`src/rtl/sample_dma_writer.sv`:
```
// Drains the clk_48 sample FIFO into SDRAM over the write channel, one word in flight at a time.
// Linear buffers stop at the last address; circular buffers wrap back to base.
module sample_dma_writer #(
    parameter int unsigned AW = 24,
    parameter int unsigned DW = 16
) (
    input  logic          clk,
    input  logic          rst,
    input  logic          fifo_empty,
    output logic          fifo_rd,
    input  logic [DW-1:0] fifo_data,
    output logic [AW-1:0] awaddr,
    output logic [DW-1:0] wdata,
    output logic          wvalid,
    input  logic          wready,
    input  logic [AW-1:0] cfg_base,
    input  logic [AW-1:0] cfg_len,
    input  logic          cfg_circular,
    input  logic          start,
    input  logic          stop,
    output logic          busy,
    output logic          done,
    output logic          wrapped,
    output logic [AW-1:0] wr_ptr
);

    typedef enum logic [1:0] {IDLE, FETCH, LATCH, WRITE} state_t;

    state_t        state, state_d;
    logic [AW-1:0] base_q, base_d;
    logic [AW-1:0] last_q, last_d;
    logic          circ_q, circ_d;
    logic          stop_pend, stop_pend_d;
    logic [AW-1:0] wr_ptr_d, awaddr_d;
    logic [DW-1:0] wdata_d;
    logic          fifo_rd_d, wvalid_d, busy_d, done_d, wrapped_d;
    logic          finish;

    // State and all registered outputs
    always_ff @(posedge clk) begin
        if (rst) begin
            state     <= IDLE;
            base_q    <= '0;
            last_q    <= '0;
            circ_q    <= 1'b0;
            stop_pend <= 1'b0;
            wr_ptr    <= '0;
            awaddr    <= '0;
            wdata     <= '0;
            fifo_rd   <= 1'b0;
            wvalid    <= 1'b0;
            busy      <= 1'b0;
            done      <= 1'b0;
            wrapped   <= 1'b0;
        end else begin
            state     <= state_d;
            base_q    <= base_d;
            last_q    <= last_d;
            circ_q    <= circ_d;
            stop_pend <= stop_pend_d;
            wr_ptr    <= wr_ptr_d;
            awaddr    <= awaddr_d;
            wdata     <= wdata_d;
            fifo_rd   <= fifo_rd_d;
            wvalid    <= wvalid_d;
            busy      <= busy_d;
            done      <= done_d;
            wrapped   <= wrapped_d;
        end
    end

    // Next-state and next-output logic
    always_comb begin
        state_d   = state;
        base_d    = base_q;
        last_d    = last_q;
        circ_d    = circ_q;
        wr_ptr_d  = wr_ptr;
        awaddr_d  = awaddr;
        wdata_d   = wdata;
        fifo_rd_d = 1'b0;
        wvalid_d  = wvalid;
        busy_d    = busy;
        done_d    = done;
        wrapped_d = wrapped;
        finish    = 1'b0;

        case (state)
            IDLE: begin
                if (start) begin
                    wrapped_d = 1'b0;
                    if (cfg_len != '0) begin
                        base_d   = cfg_base;
                        last_d   = cfg_base + cfg_len - AW'(1);
                        circ_d   = cfg_circular;
                        wr_ptr_d = cfg_base;
                        busy_d   = 1'b1;
                        done_d   = 1'b0;
                        state_d  = FETCH;
                    end else begin
                        done_d = 1'b1;
                    end
                end
            end
            FETCH: begin
                if (stop_pend || stop) begin
                    busy_d  = 1'b0;
                    done_d  = 1'b1;
                    state_d = IDLE;
                end else if (!fifo_empty) begin
                    fifo_rd_d = 1'b1;
                    state_d   = LATCH;
                end
            end
            LATCH: begin
                // Wait out the cycle the read pulse is on; data is valid the cycle after.
                if (!fifo_rd) begin
                    wdata_d  = fifo_data;
                    awaddr_d = wr_ptr;
                    wvalid_d = 1'b1;
                    state_d  = WRITE;
                end
            end
            WRITE: begin
                if (wready) begin
                    wvalid_d = 1'b0;
                    if (wr_ptr == last_q) begin
                        if (circ_q) begin
                            wr_ptr_d  = base_q;
                            wrapped_d = 1'b1;
                        end else begin
                            finish = 1'b1;
                        end
                    end else begin
                        wr_ptr_d = wr_ptr + AW'(1);
                    end
                    if (finish || stop_pend || stop) begin
                        busy_d  = 1'b0;
                        done_d  = 1'b1;
                        state_d = IDLE;
                    end else begin
                        state_d = FETCH;
                    end
                end
            end
            default: state_d = IDLE;
        endcase

        // Stop is only remembered while busy and is forgotten on the way back to IDLE
        if (state_d == IDLE) begin
            stop_pend_d = 1'b0;
        end else begin
            stop_pend_d = stop_pend || (stop && (state != IDLE));
        end
    end

endmodule

```
`config.mk`:
```
export PLATFORM = sky130hd
export DESIGN_NAME = sample_dma_writer
export DESIGN_NICKNAME = d
export VERILOG_FILES = /design/src/rtl/sample_dma_writer.sv
export SDC_FILE = /design/constraint.sdc
export NUM_CORES = 1
export LEC_CHECK = 0
export ABC_CLOCK_PERIOD_IN_PS = 3100
export CORE_MARGIN = 8
export CORE_UTILIZATION = 48
export DETAILED_ROUTE_END_ITERATION = 6
export GPL_TIMING_DRIVEN = 0
export PLACE_DENSITY = 0.88
export SLEW_MARGIN = 20
export SYNTH_ARGS = -nofsm -noshare
export SYNTH_HDL_FRONTEND = slang
export SYNTH_SLANG_ARGS = --single-unit
```
`constraint.sdc`:
```
create_clock -name clk -period 3.1 [get_ports clk]
set_input_delay 0.775 -clock clk [delete_from_list [all_inputs] [get_ports clk]]
set_output_delay 0.775 -clock clk [all_outputs]
set_load 0.005 [all_outputs]
```
==> results.rst <==
.. list-table::
   :header-rows: 1

   * - Metric
     - Value
   * - Buffer type at the clock tree root
     - clkbuf_16
   * - Vert. Die Dim
     - 138 um
   * - Cell area after synthesis
     - 7110 um2
   * - Buffer and inverter count on the worst path
     - 4
   * - Pwr/cell area
     - 507 nW/um2
   * - Dominant synthesized flop cell
     - dfxtp_1
   * - Number of top-level pins
     - 140
   * - # hold bufs at CTS
     - 0
   * - Highest Clock Rate
     - 332 MHz
   * - Sequential Area
     - 2420 um2
   * - Outcome
     - completed
   * - Post-detailed-route via-to-cell ratio
     - 5.69
   * - Sequential area share after synthesis
     - 34.0%
   * - Via total after detailed routing
     - 7,580
   * - Xor and xnor area share after synthesis
     - 6.16%
   * - Fin crit period
     - 3.02 ns
   * - Number of routed nets with antenna violations
     - 0
   * - Number of max-cap violations
     - 0
   * - Number of placed instances, taps included
     - 1,289
   * - Number of global-route vias before repair
     - between 7k and 8k
   * - Congestion Overflow GR
     - 0
   * - Total routed wirelength
     - 24,200 um
   * - Synthesized flop and latch total
     - 121
   * - Die Outline Area
     - about 19,000 um2
   * - Setup slack of the worst register-to-register path
     - 0.14 ns
   * - Sink count of the clock tree
     - 121
   * - Initial antenna violation count
     - 0
   * - Headroom to the max-slew limit
     - around half
   * - Endpoint type of the worst setup path
     - flop
   * - Yosys warning total
     - 0
   * - Final-report setup violation count
     - 0
   * - Simple-gate portion of the synthesized area
     - 20.9%
   * - Count of buffers inserted at the top-level ports
     - 138
   * - Count of distinct cell types in the synthesized netlist
     - 57
   * - Net switching power
     - 0.00144 W
   * - Total CTS buffers
     - 17
   * - Post-detail-place hpwl
     - 17,600 um
   * - Clock transition at the registers of the reported paths
     - ~0.050 ns
   * - Maximum level of the CTS H-tree
     - 4
   * - Row cnt
     - 44
   * - Final hold slack
     - 0.451 ns
   * - Maximum single-stage delay on the critical path
     - 0.38 ns
   * - Pin slew with the least headroom to its limit
     - roughly 0.7 ns
   * - Kind of cell adding the most delay to the critical path
     - compound AO/OA/AOI/OAI gates
   * - Nature of the critical path startpoint
     - input port
   * - CP Max Fanout
     - 4
   * - Path type of the worst min-delay path
     - reg -> reg
   * - RSZ-0062 raised after global routing
     - true
   * - Setup clock skew after layout
     - 0.0133 ns
   * - Cell repeated most along the worst path
     - inv_2
   * - Diodes inserted
     - 0
   * - Post-Syn Instances
     - 967
   * - Logic gate share of total power
     - 24.9%
   * - Req. time, crit path
     - approximately 3.4 ns
   * - Clock latency on the worst-skew pair
     - ~0.43 ns
   * - Final estimated routing congestion in global placement
     - 0.906
   * - Number of max-slew violations in the final report
     - 0
   * - Slowest-stage cell, CP
     - fa_2
   * - Post-detailed-route DRC marker count
     - 0
   * - Switching power share of the total
     - between 20% and 30%
   * - Area of the core region
     - 14,500 um2
   * - Share of the synthesized area in compound gates (AO/OA/AOI/OAI)
     - 20.0%
   * - Layout overhead on the synthesized area
     - 35.4%
   * - Number of DRC violations after detailed-routing iteration 0
     - ~900
   * - Maximum resistive drop on vdd
     - 347 uV
   * - Wire per inst
     - 18.2 um
   * - Maximum number of pins on one net before global-route repair
     - 17
   * - Part of the cycle the worst path needs
     - a little over nine tenths
   * - Portion of total power attributed to the clock network
     - 39.2%
   * - Critical Path AT
     - 3.32 ns
   * - EDFF count, synth
     - 0
   * - Asr flop ratio synth
     - 0%
   * - Final number of hold-violating endpoints
     - 0
   * - Post-synthesis adder-cell area fraction
     - 8.37%
   * - Cell-by-cell trace of the critical path
     - dlygate4sd2_1, inv_1, ha_2, inv_2, ha_4, inv_2, fa_2, nand2b_4, a21oi_4, o211ai_1, o21ai_2, a22oi_2, a31oi_2, nor3_1, a211o_1
   * - Register share of total power
     - approximately 36%
   * - Post-synth net total
     - 1,085
   * - Maximum count of clock buffers along a single path
     - 2
   * - Area of the multi-input gates
     - 4360 um2
   * - Wire length of the first global-routing pass
     - 37,200 um
   * - Filler Cell Count
     - around 1.2k
   * - Main combinational cell family by area after synthesis
     - simple AND/OR/NAND/NOR gates
   * - Internal power of the cells
     - 0.00345 W
   * - Die outline width
     - 138 um
   * - TritonCTS clock tree
     - done
   * - Total global routing track utilization
     - about a quarter
   * - Initial DRT Pass Iterations
     - 6
   * - Setup Crit Path Kind
     - in -> reg
   * - Multiplexer share of the synthesized area
     - 1.99%
   * - Fin nets
     - 1,253
   * - Count of placed standard cells in the final layout, fillers left out
     - around 1.3k
   * - Effective utilization at floorplan
     - 48.9%
   * - Layout cells sized above 1
     - 9.42%
   * - Pleak
     - slightly above 4 nW
   * - Syn Area/Cell
     - roughly 7.4 um2
cell families (layout without fill, tap and decap cells):
family | after synthesis | after routing
fa+ha+maj | 47 | 47
xor+xnor | 50 | 50
flops | 121 | 121
simple gates | 342 | 342
compound gates | 234 | 234
buf+inv | 159 | 339
mux | 14 | 14
registers in the layout, summed over array words and instances (netlist names):
signal,cells
circ_q,1
wdata,16
done,1
state,2
wvalid,1
wr_ptr,24
fifo_rd,1
awaddr,24
wrapped,1
busy,1
last_q,24
base_q,24
stop_pend,1
layout by cell type (no fill, tap or decap), types with 4 or more instances in the layout:
cell type        netlist  layout
nand2_1              209     209
dfxtp_1              121     121
a21oi_1              122     119
clkdlybuf4s50_1        0     112
inv_1                 99      90
nor2_1                51      50
clkbuf_1              48      47
ha_1                  46      33
xor2_1                31      30
o21ai_0               32      29
xnor2_1               19      19
o211ai_1              17      17
clkbuf_16              0      17
nor4_1                14      14
buf_4                  1      13
nand3_1               13      13
mux2i_1               13      13
nor3_1                14      12
ha_4                   0      12
clkbuf_2               0      11
a21o_1                10      10
nand4_1                9       9
a211oi_1              10       9
dlygate4sd2_1          0       9
buf_2                  7       8
inv_2                  0       8
and3_1                 7       7
o21ai_1                5       5
o211a_1                5       5
nand2b_1               6       5
dlymetal6s2s_1         0       5
and4_1                 4       4
a22oi_1                5       4
clkinv_2               0       4
clkdlybuf4s15_1        0       4
synthesized netlist by cell type (3+ instances only):
master	instances	area share, %
a2111oi_2	3	0.63
a211oi_1	10	1.1
a21o_1	10	1.1
a21oi_1	122	8.6
a22oi_1	5	0.53
a311oi_1	3	0.37
and2_1	3	0.26
and3_1	7	0.62
and4_1	4	0.49
buf_1	4	0.21
buf_2	7	0.49
clkbuf_1	48	2.5
dfxtp_1	121	34
ha_1	46	8.1
inv_1	99	5.2
mux2i_1	13	1.8
nand2_1	209	11
nand2b_1	6	0.53
nand3_1	13	0.91
nand4_1	9	0.79
nor2_1	51	2.7
nor3_1	14	0.98
nor4_1	14	1.2
o211a_1	5	0.70
o211ai_1	17	1.8
o21a_1	3	0.32
o21ai_0	32	2.3
o21ai_1	5	0.35
or3_1	3	0.26
xnor2_1	19	2.3
xor2_1	31	3.8
tightest hold or removal path: stages (launching register included):
cell and delay, ns:
dfxtp_1 0.30, nand2_1 0.05, a21oi_1 0.05
power by group through the flow:
stage	sequential, W	combinational [W]	clock (W)
6_report	0.00175	0.00122	0.00191
5_1_grt	0.00176	0.00132	0.00199
4_1_cts	0.00175	0.00116	0.00191
3_5_place_dp	0.00178	0.00107	0
3_3_place_gp	0.00178	0.00104	0
2_1_floorplan	0.00176	0.000691	0
per-layer routing:
layer  track usage, %  wire [um]
met1             30.7       9830
met2             41.3      11000
met3             5.07       2400
met4             12.4        952
met5                0          0
final cells by class:
cell class,count,share of cell area [%]
Multi-Input combinational cell,687,45.3
Clock inverter,8,0.987
Timing Repair Buffer,149,14.8
Inverter,99,3.88
Clock buffer,23,4.96
Buffer,60,2.53
Sequential cell,121,25.1
Tap cell,184,2.39
through the flow:
stage	utilization (%)	cell area [um2]	setup WS, ns	TNS, ns	total power [W]
6_report	66.3	9630	0.0835	0	0.00489
4_1_cts	66.1	9600	0.00511	0	0.00482
2_1_floorplan	-	7200	0.00265	0	0.00245
3_3_place_gp	60.6	8810	-0.906	-28.44	0.00282
5_1_grt	66.3	9630	-0.0214	-0.0504	0.00508
3_5_place_dp	60.6	8810	-0.995	-32.37	0.00285
timing repair:
item,in CTS,in global routing
setup endpoints to repair,48,37
buffers inserted,8,3
pin swaps,24,16
gates resized for setup,55,36
worst paths after layout:
| check | endpoint | cells after the start | startpoint |
|---|---|---|---|
| max | last_q[23] | 15 | cfg_len[0] |
| max reg2reg | wr_ptr[4] | 11 | wr_ptr[10] |
| min reg2reg | wdata[15] | 2 | wdata[15] |
| min | wdata[15] | 2 | wdata[15] |
Note: power is estimated with default switching activity, not from simulation.
